<file path="src/rtl/piso_serializer_if.sv">
// Frame-in / word-out handshake bundle for piso_serializer.
// The serializer is the master of the serial stream; the frame source and sink use the slave view.
interface piso_serializer_if #(
    parameter int N = 4,
    parameter int M = 4
);
    logic [N*M-1:0] PI;
    logic           in_valid;
    logic           in_ready;
    logic [N-1:0]   SO;
    logic           so_valid;
    logic           so_ready;
    logic           so_last;

    modport master (
        input  PI, in_valid, so_ready,
        output in_ready, SO, so_valid, so_last
    );

    modport slave (
        output PI, in_valid, so_ready,
        input  in_ready, SO, so_valid, so_last
    );
endinterface

</file>
<file path="src/rtl/piso_serializer.sv">
// Parallel-in, serial-out frame serializer: one M-word frame in, M words out (word 0 first),
// with a same-cycle reload on the last beat so back-to-back frames stream without gaps.
module piso_serializer #(
    parameter int N = 4,
    parameter int M = 4
) (
    input  logic              Clk,
    input  logic              Clr,
    piso_serializer_if.master bus
);
    localparam int IW = (M > 1) ? $clog2(M) : 1;
    localparam logic [IW-1:0] LAST_IDX = IW'(M - 1);

    typedef enum logic {IDLE, SHIFT} state_t;

    state_t         state, state_next;
    logic [IW-1:0]  idx, idx_next;
    logic [N*M-1:0] frame, frame_next;
    logic           last, load, beat;
    logic [N-1:0]   word_sel;

    // Everything visible at the outputs is decoded from registered state only;
    // in_ready alone also looks at so_ready so a reload can overlap the last beat.
    assign last         = (state == SHIFT) && (idx == LAST_IDX);
    assign bus.in_ready = !Clr && ((state == IDLE) || (last && bus.so_ready));
    assign load         = bus.in_valid && bus.in_ready;
    assign beat         = (state == SHIFT) && bus.so_ready;

    always_comb word_sel = frame[int'(idx)*N +: N];

    assign bus.so_valid = (state == SHIFT);
    assign bus.so_last  = last;
    assign bus.SO       = (state == SHIFT) ? word_sel : '0;

    always_comb begin
        // NOTE: every variable gets a default first so no path through the case infers a latch.
        state_next = state;
        idx_next   = idx;
        frame_next = frame;
        case (state)
            IDLE: begin
                if (load) begin
                    frame_next = bus.PI;
                    idx_next   = '0;
                    state_next = SHIFT;
                end
            end
            SHIFT: begin
                if (beat) begin
                    if (!last) begin
                        idx_next = idx + 1'b1;
                    end else if (load) begin
                        frame_next = bus.PI;
                        idx_next   = '0;
                    end else begin
                        state_next = IDLE;
                    end
                end
            end
            default: state_next = IDLE;
        endcase
    end

    // NOTE: the frame register is cleared too, so a discarded frame can never leak onto SO later.
    always_ff @(posedge Clk) begin
        // NOTE: non-blocking assignments keep every register updating from the same pre-edge values.
        if (Clr) begin
            state <= IDLE;
            idx   <= '0;
            frame <= '0;
        end else begin
            state <= state_next;
            idx   <= idx_next;
            frame <= frame_next;
        end
    end
endmodule

</file>
<file path="src/flat_wrapper.sv">
// flat-port wrapper written by rule: the top's interface ports become plain ports
module piso_serializer_flat 
#(
    parameter int N = 4,
    parameter int M = 4
)
  (Clk, Clr, bus_PI, bus_in_valid, bus_so_ready, bus_in_ready, bus_SO, bus_so_valid, bus_so_last);
  piso_serializer_if #(.N(N), .M(M)) bus_i ();
  input  logic Clk;
  input  logic Clr;
  input wire logic [$bits(bus_i.PI)-1:0] bus_PI;
  input wire logic [$bits(bus_i.in_valid)-1:0] bus_in_valid;
  input wire logic [$bits(bus_i.so_ready)-1:0] bus_so_ready;
  output wire logic [$bits(bus_i.in_ready)-1:0] bus_in_ready;
  output wire logic [$bits(bus_i.SO)-1:0] bus_SO;
  output wire logic [$bits(bus_i.so_valid)-1:0] bus_so_valid;
  output wire logic [$bits(bus_i.so_last)-1:0] bus_so_last;
  assign bus_i.PI = bus_PI;
  assign bus_i.in_valid = bus_in_valid;
  assign bus_i.so_ready = bus_so_ready;
  assign bus_in_ready = bus_i.in_ready;
  assign bus_SO = bus_i.SO;
  assign bus_so_valid = bus_i.so_valid;
  assign bus_so_last = bus_i.so_last;
  piso_serializer #(.N(N), .M(M)) u_core (.Clk(Clk), .Clr(Clr), .bus(bus_i));
endmodule
</file>
<file path="config.mk">
export PLATFORM = sky130hd
export DESIGN_NAME = piso_serializer_flat
export DESIGN_NICKNAME = d
export VERILOG_FILES = /design/src/rtl/piso_serializer_if.sv /design/src/rtl/piso_serializer.sv /design/src/flat_wrapper.sv
export SDC_FILE = /design/constraint.sdc
export NUM_CORES = 1
export LEC_CHECK = 0
export CAP_MARGIN = 20
export CELL_PAD_IN_SITES_DETAIL_PLACEMENT = 1
export CELL_PAD_IN_SITES_GLOBAL_PLACEMENT = 1
export CORE_AREA = 2 2 56 58
export CTS_CLUSTER_DIAMETER = 50
export DETAILED_ROUTE_END_ITERATION = 10
export DIE_AREA = 0 0 58 60
export PLACE_DENSITY_LB_ADDON = 0.2
export SLEW_MARGIN = 20
export SYNTH_ARGS = -nofsm -noshare
export SYNTH_HDL_FRONTEND = slang
export SYNTH_SLANG_ARGS = --single-unit
</file>
<file path="constraint.sdc">
create_clock -name Clk -period 2.1 [get_ports Clk]
set_input_delay 0.21 -clock Clk [delete_from_list [all_inputs] [get_ports Clk]]
set_output_delay 0.21 -clock Clk [all_outputs]
set_load 0.1 [all_outputs]
</file>
==> impl_metrics.ini <==
[floorplanning]
row_count = 20
ioPinCount = 27
start_util_pct = 35.26
core_um2 = 2903
dieArea_um2 = 3480
die_w_um = 58
die_height_um = 60

[synthesis]
synth-simple-area-share_pct = 21.52
yosys.area_share.adder_pct = 1.222
synth-seq-cells = 19
synthMuxAreaShare_pct = 30.07
synth_xor_area_share_pct = 0
syn_avg_cell_area_um2 = 12.48
syn-cell-area_um2 = 1023
syn_nets = 103
synth_top_family_by_area = multiplexers
yosys_warnings = 0
synth_compound_area_share_pct = 4.890
ys_types = 23
synth_seq_area_share_pct = 37.16
syn_inst = 82

[power]
ir_worst_vdd_mv = 0.2832
leakage_nw = 0.5898
power_density_nw_per_um2 = 555.5

[final_layout]
fill_cells = 314
fin_area_um2 = 1413
seq_area_um2 = 381.6
nNetsFinal = 135
diodes = 0
finalNonFillerCells = 146
drive_gt1_share_pct = 48.67
post-route-util_pct = 48.66
multi_input_area_um2 = 593.1
area_growth_pct = 38.02

[placement]
numPortBuffers = 26
routabilityCongestion = 0.6882
place_inst = 142
dpl.hpwl_mm = 1.659
pre_cts_slack_ns = 0.3122
placed_cell_area_um2 = 1385

[min_path]
min_from = bus_PI[11]
min_to = u_core.frame[11]
min_path_cells = 2
hp-class = in2reg

[critical_path]
endpoint_kind = output port
crit_type = reg2out
rrSetupSlack_ns = 0.47
slowest_stage = mux4_2
r2r_end = u_core.frame[14]
r2r-start = u_core.idx[0]
cpLargestDelayFamily = multiplexers
critPathLaunchType = register
crit_chain = buf_4, mux4_2, and2_2, buf_12
worst_ep_arrival_time_ns = 1.76
worstPathMaxFanout = 6
critPathRequiredTime_ns = 1.89
r2r_cells = 5
path_buf_inv = 2
slowest_delay_ns = 0.50

[sta]
fmax_mhz = 508.8
fin_crit_ns = 1.965
relSlewSlack_pct = 74.18
fin_ws_ns = 0.1346
post-route-period-util_pct = 93.59
tns_ns = 0
finalHoldViolations = 0
finalMaxSlewViolations = 0
clock_skew_ns = 0.003125
setup-violations-final = 0
worst_pin_slew_ns = 0.3860
rsz0062_at_grt = no

[route]
viasPerCell = 4.836
drt_wl_total_mm = 2.162
drtIter0Drc = 11
drtPass1Iterations = 4
drtAntennaViolNets = 0
route.detailed.drc = 0
vias = 706
wl_per_cell_um = 14.81

[cts]
cts_made_buffers = 3
hold_buffers = 0
worst_setup_hold_path_clk_slew_ns = 0.11
htree_levels = 1
cts_root_buf = clkbuf_4
clock_path_buffers = 2
worstSkewPairLatency_ns = 0.29
tritoncts = done
clock_sinks = 19

[global_routing]
grt_max_degree = 12
globalRouteOverflowTotal = 0
grt_pass1_vias = 755
grt_pass1_wl_mm = 3.712
grt_usage_pct = 14.47
antenna_found_initial = 0

[run_status]
status = finished, final reports clean

[flow_run]
cap_violations = 0
-- cells in the mapped netlist --
cell       n  area, µm²
dfxtp_1   19      380.4
and2b_2   10      87.58
mux2_4    10      150.1
nor2b_1    7      43.79
mux2_2     6      67.56
and2_2     5      37.54
mux4_2     4      90.09
nor2_1     3      11.26
buf_2      2      10.01
inv_1      2      7.510
o211ai_1   2      15.01
a21boi_4   1      18.77
a21oi_1    1      5.000
a31oi_1    1      6.260
buf_12     1      20.02
buf_6      1      11.26
clkbuf_1   1      3.750
ha_1       1      12.51
nand3b_1   1      7.510
nand4b_1   1      8.760
nor3_4     1      16.27
nor3b_1    1      7.510
o21ai_0    1      5.000
-- state kept, by name (all words and copies together) (netlist names) --
name                 flops
u_core.bus.so_valid      1
u_core.idx               2
u_core.frame            16
-- per-layer routing --
metal	track usage, %	part of all wire, %	up-vias
met5	0	0	-
met4	7.309	0.79	0
met3	4.113	5.1	2
met2	21.92	51	18
met1	18.83	43	339
li1	-	-	347
-- final cells by class --
type	count	share of cell area (%)
clock buffers	4	1.860
inverters	2	0.5314
multi-input cells	56	41.98
flip-flops and latches	19	27.02
well taps	33	2.923
repair buffers	32	25.69
-- cell families (layout without fill, tap and decap cells) --
family | count (synthesis) | after routing
AO/OA/AOI/OAI | 6 | 6
buffers and inverters | 7 | 38
flip-flops | 19 | 19
multiplexers | 20 | 20
adder cells (fa/ha/maj) | 1 | 1
AND/OR/NAND/NOR | 29 | 29
-- power by group --
part           internal, mW  leakage, nW  switching, mW
combinational         0.112        0.418         0.0873
clock                0.0738       0.0150          0.111
sequential            0.385        0.157         0.0157
total                 0.571        0.590          0.214
-- how the worst max path moves through the flow --
stage,cells after the start,slack (ns),from,end
2_1_floorplan,3,0.03,u_core.bus.so_valid,bus_in_ready
3_3_place_gp,4,0.37,Clr,u_core.frame[12]
3_5_place_dp,4,0.31,Clr,u_core.frame[14]
4_1_cts,4,0.02,u_core.idx[0],bus_SO[2]
5_1_grt,4,0.03,u_core.idx[0],bus_SO[2]
6_report,4,0.13,u_core.idx[0],bus_SO[2]
-- worst reg2reg max path, cell delays in order (launching register included) --
cell and delay [ns]:
dfxtp_2 0.40, ha_1 0.31, a21boi_4 0.11, nor3_4 0.14, buf_4 0.22, mux2_2 0.35
-- cells in the final DEF, fill, tap and decap left out --
| cell type | netlist | layout |
|---|---|---|
| a21boi_4 | 1 | 1 |
| a21oi_1 | 1 | 1 |
| a31oi_1 | 1 | 1 |
| and2_2 | 5 | 5 |
| and2b_2 | 10 | 10 |
| buf_12 | 1 | 6 |
| buf_4 | 0 | 7 |
| clkbuf_1 | 1 | 1 |
| clkbuf_4 | 0 | 3 |
| clkdlybuf4s50_1 | 0 | 19 |
| dfxtp_1 | 19 | 18 |
| dfxtp_2 | 0 | 1 |
| ha_1 | 1 | 1 |
| inv_1 | 2 | 2 |
| mux2_2 | 6 | 6 |
| mux2_4 | 10 | 10 |
| mux4_2 | 4 | 4 |
| nand3b_1 | 1 | 1 |
| nand4b_1 | 1 | 1 |
| nor2_1 | 3 | 2 |
| nor2_2 | 0 | 1 |
| nor2b_1 | 7 | 7 |
| nor3_4 | 1 | 1 |
| nor3b_1 | 1 | 1 |
| o211ai_1 | 2 | 2 |
| o21ai_0 | 1 | 1 |
-- per-stage QoR --
step | hold slack, ns | power, mW
final | 0.5153 | 0.7847
after global placement | 0.5772 | 0.6038
after global routing | 0.4890 | 0.8346
after CTS | 0.5039 | 0.7974
after floorplan | 0.3307 | 0.5329
after detailed placement | 0.5885 | 0.6094
-- timing repair --
item / 4_1_cts / 5_1_grt
buffers inserted: 0 / 0
resized for setup: 0 / 1
endpoints found under the setup margin: 0 / 3
(Power assumes the default switching activity.)
